File: config.mk
export PLATFORM = sky130hd
export DESIGN_NAME = pll_lock_ctrl
export DESIGN_NICKNAME = d
export VERILOG_FILES = /design/src/rtl/pll_lock_ctrl.sv
export SDC_FILE = /design/constraint.sdc
export NUM_CORES = 1
export LEC_CHECK = 0
export ABC_AREA = 1
export CORE_MARGIN = 2
export CORE_UTILIZATION = 51
export DETAILED_ROUTE_END_ITERATION = 16
export PLACE_DENSITY_LB_ADDON = 0.15
export REMOVE_ABC_BUFFERS = 1
export SLEW_MARGIN = 20
export SYNTH_ARGS = -nofsm -noshare
export SYNTH_HDL_FRONTEND = slang
export SYNTH_SLANG_ARGS = --single-unit
File: constraint.sdc
create_clock -name clkin -period 1.4 [get_ports clkin]
set_input_delay 0.35 -clock clkin [delete_from_list [all_inputs] [get_ports clkin]]
set_output_delay 0.35 -clock clkin [all_outputs]
set_load 0.02 [all_outputs]
File: src/rtl/pll_lock_ctrl.sv
// -----------------------------------------------------------------------------
// pll_lock_ctrl
//
// Sequencing controller for the PLL: generates the PLL reset pulse, waits
// for lock with a timeout and bounded retries, qualifies lock stability, and
// then raises a ready flag that releases logic in the PLL output domain.
// Runs entirely on the PLL reference clock.
//
// Ports:
//   clkin        in   reference clock, sole clock of the block
//   reset_p      in   asynchronous active-high reset
//   pll_lock     in   PLL lock (asynchronous, synchronized internally)
//   restart      in   single-cycle pulse, restarts the reset sequence
//   pll_reset_p  out  PLL reset (registered)
//   pll_ready    out  PLL qualified locked (registered)
//   fail         out  sticky, set after MAX_RETRY failed attempts
//   retry_cnt    out  consecutive failed lock attempts
//   lost_cnt     out  saturating count of lock losses seen in RUN
//   state        out  FSM state, for debug
// -----------------------------------------------------------------------------
module pll_lock_ctrl #(
    parameter int RST_CYCLES    = 16,
    parameter int LOCK_TIMEOUT  = 65535,
    parameter int STABLE_CYCLES = 1024,
    parameter int MAX_RETRY     = 7
) (
    input  logic       clkin,
    input  logic       reset_p,
    input  logic       pll_lock,
    input  logic       restart,
    output logic       pll_reset_p,
    output logic       pll_ready,
    output logic       fail,
    output logic [7:0] retry_cnt,
    output logic [7:0] lost_cnt,
    output logic [2:0] state
);

    localparam int MAX_AB  = (RST_CYCLES > LOCK_TIMEOUT) ? RST_CYCLES : LOCK_TIMEOUT;
    localparam int MAX_CNT = (MAX_AB > STABLE_CYCLES) ? MAX_AB : STABLE_CYCLES;
    localparam int CW      = $clog2(MAX_CNT + 1);

    localparam logic [CW-1:0] RST_LAST    = CW'(RST_CYCLES - 1);
    localparam logic [CW-1:0] TIMEOUT_CNT = CW'(LOCK_TIMEOUT);
    localparam logic [CW-1:0] STABLE_LAST = CW'(STABLE_CYCLES - 1);
    localparam logic [8:0]    RETRY_LIMIT = 9'(MAX_RETRY);

    typedef enum logic [2:0] {
        ST_RESET     = 3'd0,
        ST_WAIT_LOCK = 3'd1,
        ST_STABLE    = 3'd2,
        ST_RUN       = 3'd3,
        ST_FAIL      = 3'd4
    } state_t;

    state_t        state_q, state_d;
    logic [CW-1:0] cnt_q, cnt_d;
    logic [7:0]    retry_q, retry_d;
    logic [7:0]    lost_q, lost_d;
    logic          fail_q, fail_d;
    logic          pll_reset_q, pll_reset_d;
    logic          ready_q, ready_d;
    logic          lock_meta_q, lock_s_q;
    logic [8:0]    retry_inc;

    assign retry_inc = {1'b0, retry_q} + 9'd1;

    always_comb begin
        state_d = state_q;
        cnt_d   = cnt_q + CW'(1);
        retry_d = retry_q;
        lost_d  = lost_q;
        fail_d  = fail_q;

        if (restart) begin
            // Restart wins over everything; lost_cnt is deliberately kept.
            state_d = ST_RESET;
            cnt_d   = '0;
            retry_d = 8'd0;
            fail_d  = 1'b0;
        end else begin
            unique case (state_q)
                ST_RESET: begin
                    if (cnt_q == RST_LAST) begin
                        state_d = ST_WAIT_LOCK;
                        cnt_d   = '0;
                    end
                end
                ST_WAIT_LOCK: begin
                    // Lock is checked before the timeout so a lock arriving
                    // on the last allowed cycle still counts.
                    if (lock_s_q) begin
                        state_d = ST_STABLE;
                        cnt_d   = '0;
                    end else if (cnt_q == TIMEOUT_CNT) begin
                        retry_d = retry_inc[7:0];
                        cnt_d   = '0;
                        if (retry_inc >= RETRY_LIMIT) begin
                            state_d = ST_FAIL;
                            fail_d  = 1'b1;
                        end else begin
                            state_d = ST_RESET;
                        end
                    end
                end
                ST_STABLE: begin
                    if (!lock_s_q) begin
                        state_d = ST_WAIT_LOCK;
                        cnt_d   = '0;
                    end else if (cnt_q == STABLE_LAST) begin
                        state_d = ST_RUN;
                        cnt_d   = '0;
                        retry_d = 8'd0;
                    end
                end
                ST_RUN: begin
                    // Counter is parked in RUN and FAIL so it can never wrap.
                    cnt_d = '0;
                    if (!lock_s_q) begin
                        state_d = ST_RESET;
                        lost_d  = (lost_q != 8'hFF) ? lost_q + 8'd1 : lost_q;
                    end
                end
                ST_FAIL: begin
                    cnt_d  = '0;
                    fail_d = 1'b1;
                end
                default: begin
                    state_d = ST_RESET;
                    cnt_d   = '0;
                end
            endcase
        end

        // Outputs are decoded from the next state so they change on the same
        // edge as the state and come straight from flops.
        pll_reset_d = (state_d == ST_RESET) || (state_d == ST_FAIL);
        ready_d     = (state_d == ST_RUN);
    end

    always_ff @(posedge clkin or posedge reset_p) begin
        if (reset_p) begin
            state_q     <= ST_RESET;
            cnt_q       <= '0;
            retry_q     <= 8'd0;
            lost_q      <= 8'd0;
            fail_q      <= 1'b0;
            pll_reset_q <= 1'b1;
            ready_q     <= 1'b0;
            lock_meta_q <= 1'b0;
            lock_s_q    <= 1'b0;
        end else begin
            state_q     <= state_d;
            cnt_q       <= cnt_d;
            retry_q     <= retry_d;
            lost_q      <= lost_d;
            fail_q      <= fail_d;
            pll_reset_q <= pll_reset_d;
            ready_q     <= ready_d;
            lock_meta_q <= pll_lock;
            lock_s_q    <= lock_meta_q;
        end
    end

    assign pll_reset_p = pll_reset_q;
    assign pll_ready   = ready_q;
    assign fail        = fail_q;
    assign retry_cnt   = retry_q;
    assign lost_cnt    = lost_q;
    assign state       = state_q;

endmodule

## After elaboration in Yosys (flattened, before gate mapping)

Index checks and enable logic that the tools add are counted.

| storage, ports and cells | value |
|---|---|
| ROM bits | 0 |
| input bits | 4 |
| latch bits | 0 |
| output and inout bits | 22 |
| register bits | 40 |
| memory bits (writable) | 0 |
| memories kept | 0 |

| operators by class | value |
|---|---|
| reductions and logical operators | 8 |
| magnitude comparators | 1 |
| shift operators | 0 |
| equal/unequal tests | 15 |
| $add $sub $neg | 3 |
| divide/modulo/power cells | 0 |
| multipliers | 0 |
| multiplexer cells | 27 |
| bitwise operators | 2 |

Operators by type and width:

| cell | count |
|---|---|
| two-way mux 16 bit | 6 |
| one-hot mux 16 bit (3 select lines) | 1 |
| two-way mux 8 bit | 5 |
| two-way mux 3 bit | 8 |
| adder 16 x 1 -> 16 bit, second input constant | 1 |
| == test 16 x 10 -> 1 bit, second input constant | 1 |
| == test 16 bit, second input constant | 1 |
| == test 16 x 4 -> 1 bit, second input constant | 1 |
| one-hot mux 8 bit (2 select lines) | 1 |
| != test 3 bit, second input constant | 5 |
| one-hot mux 3 bit (5 select lines) | 1 |
| adder 8 x 1 -> 9 bit, second input constant | 1 |
| == test 3 x 2 -> 1 bit, second input constant | 3 |
| greater-or-equal comparator 9 x 3 -> 1 bit, second input constant | 1 |
| adder 8 x 1 -> 8 bit, second input constant | 1 |
| != test 8 bit, second input constant | 1 |
| AND reduction 4 bit | 2 |
| == test 3 bit, second input constant | 2 |
| zero test 3 bit | 2 |
| nonzero test 3 bit | 2 |
| AND reduction 5 bit | 1 |
| two-way mux 1 bit | 4 |
| == test 3 x 1 -> 1 bit, second input constant | 1 |
| inverter 1 bit | 2 |
| 2 further kinds | 2 |

## Depth between registers and ports, before layout

| logic depth | value |
|---|---|
| depth after elaboration | 9 |
| depth in mapped cells | 12 |

## Least setup slack after synthesis

OpenSTA, ideal clock, no wires.

| path | value |
|---|---|
| path kind | register to register |
| start | reg cnt_q[0] |
| end | reg retry_q[3] (netlist: retry_cnt[3]) |
| data arrival time | 1.437 ns |
| setup slack | -0.155 ns |
| library setup time | 0.118 ns |
| data required time | 1.282 ns |
| cell stages (with the launch flop) | 13 |
| cell sequence | dfrtp_1 > ha_1 > nand2_1 > inv_2 > nand2_2 > nor2_4 > nand2_1 > nand3_1 > nand2_2 > nor2_8 > buf_8 > nand2_1 > o21ai_2 |

| between the ends | value |
|---|---|
| cells in the longest elaborated chain, start to end | 3 |

RTL lines:

| what | line | source |
|---|---|---|
| from (decl) | 57 | `logic [CW-1:0] cnt_q, cnt_d;` |
| from (signal assigned) | 154 | `cnt_q <= cnt_d;` |
| == test 16 x 10 -> 1 bit / == test 16 bit (equally long branches) | 110, 95 |  |
| != test 3 bit (no line) | n/a |  |
| AND reduction 5 bit (no line) (*) | n/a |  |
| to (signal assigned) | 155 | `retry_q <= retry_d;` |
| to (decl) | 58 | `logic [7:0] retry_q, retry_d;` |

Mark *: on every way between the ends. The rest lies on a longest branch, timed or not.
A chain may end at the register's enable or synchronous reset.

## Final worst setup path

| path | value |
|---|---|
| start | reg cnt_q[0] |
| end | reg retry_q[2] (netlist: retry_cnt[2]) |

The elaborated chain is that of the path after synthesis.

==> results.json <==
{
  "final_common_cell": "nand2_1",
  "grt_pass1_vias": 2263,
  "yosysUniqueCellTypes": 32,
  "synth_top_area_cell": "dfrtp_1",
  "internal_power_uw": 1920,
  "synth_ff_type": "dfrtp_1",
  "crit_type": "reg -> reg",
  "num_rows": 24,
  "worstPathArrival_ns": 1.88,
  "final_util_pct": 80.3,
  "globalplace.congestion": 0.859,
  "max_freq_mhz": 603,
  "powerDensity_nw_per_um2": 714,
  "skew_ns": 0.0125,
  "ant_nets": 0,
  "die_h_um": 71.9,
  "dieWidth_um": 71.9,
  "clockBufferDepth": 2,
  "required_ns": 1.62,
  "track_usage_pct": 24.5,
  "power_frac_comb_pct": 10.7,
  "wire_per_inst_um": 14.9,
  "synth_area_per_cell_um2": 7.60,
  "drt_iter0_drc": 153,
  "swShare_pct": 23.7,
  "hold_class": "reg -> reg",
  "synth_top_area_share_pct": 41.6,
  "grt_max_degree": 41,
  "ys_top_cells_by_area": "dfrtp_1 42%, nand2_1 12%, nor2_1 7.5%, inv_1 6.9%, nand3_1 4.9%",
  "start_kind": "flip-flop",
  "relSlewSlack_pct": 80.2,
  "fin_setup_tns_ns": -5.78,
  "critPathMaxFanout": 7,
  "cap_violations": 0,
  "synth_edf_count": 0,
  "worst_pin_slew_ns": 0.296,
  "status": "finished with violations",
  "syn_area_um2": 2350,
  "dp.final_hpwl_um": 3830,
  "synth_seq_cells": 40,
  "avgViaCountPerCell": 5.30,
  "end_kind": "flip-flop",
  "violations": "setup timing",
  "htreeDepth": 2,
  "drc": 0,
  "period_needed_ns": 1.66,
  "cts_tree": "built",
  "syn2layout_area_growth_pct": 49.8,
  "clk_pin_slew_ns": 0.08,
  "peakVddDrop_uv": 907,
  "numCtsBuffers": 5,
  "setup_viol": 37,
  "vias": 2456,
  "drive_gt1_share_pct": 40.1,
  "power.leakage_uw": 0.00176,
  "grt_pass1_wl_um": 9800,
  "grt-ovfl-total": 0,
  "clock_sinks": 40,
  "antenna_cells": 0,
  "rsz0062_at_grt": "true",
  "clkPwrFrac_pct": 41.5,
  "ctsRootBufferMaster": "clkbuf_8",
  "hold_viol": 0,
  "switching_power_uw": 594,
  "finalCritPeriodShare_pct": 119,
  "antenna_found_initial": 0,
  "io_buffers": 25,
  "seq_power_share_pct": 47.8,
  "final_cell_mix": "64 x nand2_1, 61 x buf_4, 38 x inv_1",
  "routed_wl_um": 6900,
  "synthArstFlopShare_pct": 100,
  "clk_latency_ns": 0.30,
  "layout_setup_ws_ns": -0.259,
  "dieArea_um2": 5160,
  "yosysWarnings": 0,
  "ys_seq_area_share_pct": 42.7,
  "syn_inst": 309,
  "ioPinCount": 26,
  "start_util_pct": 53.6,
  "fin_nets": 418,
  "drt-pass1-iter-count": 4,
  "place_ws_ns": -0.380,
  "core_area_um2": 4380,
  "finalMaxSlewViolations": 0
}
[through the flow]
step | cell area [um^2] | std cells | total power [uW] | hold slack (ns)
after global routing | 3520 | 463 | 2600 | 0.402
after floorplan | 2310 | 306 | 1340 | 0.331
after global placement | 3030 | 434 | 1430 | 0.337
after CTS | 3330 | 452 | 2500 | 0.383
after detailed placement | 3030 | 434 | 1440 | 0.360
final | 3520 | 463 | 2510 | 0.388
[per-layer routing]
metal / track usage [%] / wire length [um] / vias to the layer above
met2: 44.4 / 3630 / 73
met4: 8.39 / 215 / 0
met1: 28.9 / 2810 / 1189
met3: 4.50 / 233 / 21
li1: - / - / 1173
met5: 0 / 0 / -
[synth_stat cells, types with 3 or more instances]
library cell and count:
nor2_2 3, xor2_1 7, o21ai_1 5, nand3_1 23, ha_1 4, dfrtp_1 39, o21ai_0 10, nor3_1 6
nand2_2 5, nor2_1 47, nand4_1 7, nand2_1 73, xnor2_1 8, inv_1 43, inv_2 5, a21oi_1 4
[area by class of cell]
class / count / area (um^2)
Clock buffer: 7 / 96.3
Clock inverter: 1 / 30.0
Timing Repair Buffer: 95 / 783
Multi-Input combinational cell: 220 / 1350
Tap cell: 52 / 65.1
Inverter: 48 / 183
Fill cell: 286 / 866
Sequential cell: 40 / 1010
[state kept, by name, summed over array words and instances (netlist names)]
register / count
cnt_q: 16
fail: 1
lock_meta_q: 1
lock_s_q: 1
lost_cnt: 8
pll_ready: 1
pll_reset_p: 1
retry_cnt: 8
state: 3
[worst max-delay path, stage by stage, from the launching register on]
cell and delay (ns):
dfrtp_1 0.36, ha_2 0.19, nand2_2 0.07, inv_4 0.07
nand2_4 0.06, nor2_4 0.14, nand2_2 0.09, nand3_2 0.09
nand2_4 0.10, nor2_4 0.24, nand2_1 0.09, nand2_1 0.07
[kinds of logic (layout without fill, tap and decap cells)]
| group | Yosys count | after routing | share of synthesized area, % |
|---|---|---|---|
| flops | 40 | 40 | 42.7 |
| buf+inv | 51 | 151 | 9.11 |
| compound gates | 23 | 23 | 5.38 |
| xor+xnor | 15 | 15 | 5.59 |
| simple gates | 176 | 178 | 35.1 |
| fa+ha+maj | 4 | 4 | 2.13 |
[power groups by stage]
stage | logic [uW] | clock network [uW] | registers, uW
after floorplan | 101 | 0 | 1230
after global placement | 213 | 0 | 1220
after detailed placement | 217 | 0 | 1220
after CTS | 246 | 1050 | 1200
after global routing | 287 | 1110 | 1200
final | 267 | 1040 | 1200
[path summary, 6_finish.rpt]
check	cells after the start	startpoint	to	slack [ns]
worst min register to register	0	lock_meta_q$_DFF_PP0_	lock_s_q$_DFF_PP0_	0.39
min in group asynchronous	3	reset_p	lost_cnt[0]$_DFFE_PP0P_	0.41
worst max register to register	11	cnt_q[0]$_DFF_PP0_	retry_cnt[2]$_DFFE_PP0P_	-0.26
worst max-delay path	11	cnt_q[0]$_DFF_PP0_	retry_cnt[2]$_DFFE_PP0P_	-0.26
max in group asynchronous	3	reset_p	pll_reset_p$_DFF_PP1_	0.74
worst min-delay path	0	lock_meta_q$_DFF_PP0_	lock_s_q$_DFF_PP0_	0.39
[timing repair]
item,in CTS,in global routing
pin swaps,21,13
endpoints found under the setup margin,59,45
endpoints found under the hold margin,0,0
hold buffers,0,0
cloned,2,0
resized for setup,85,45
buffers inserted,8,11
(Power assumes the default switching activity.)
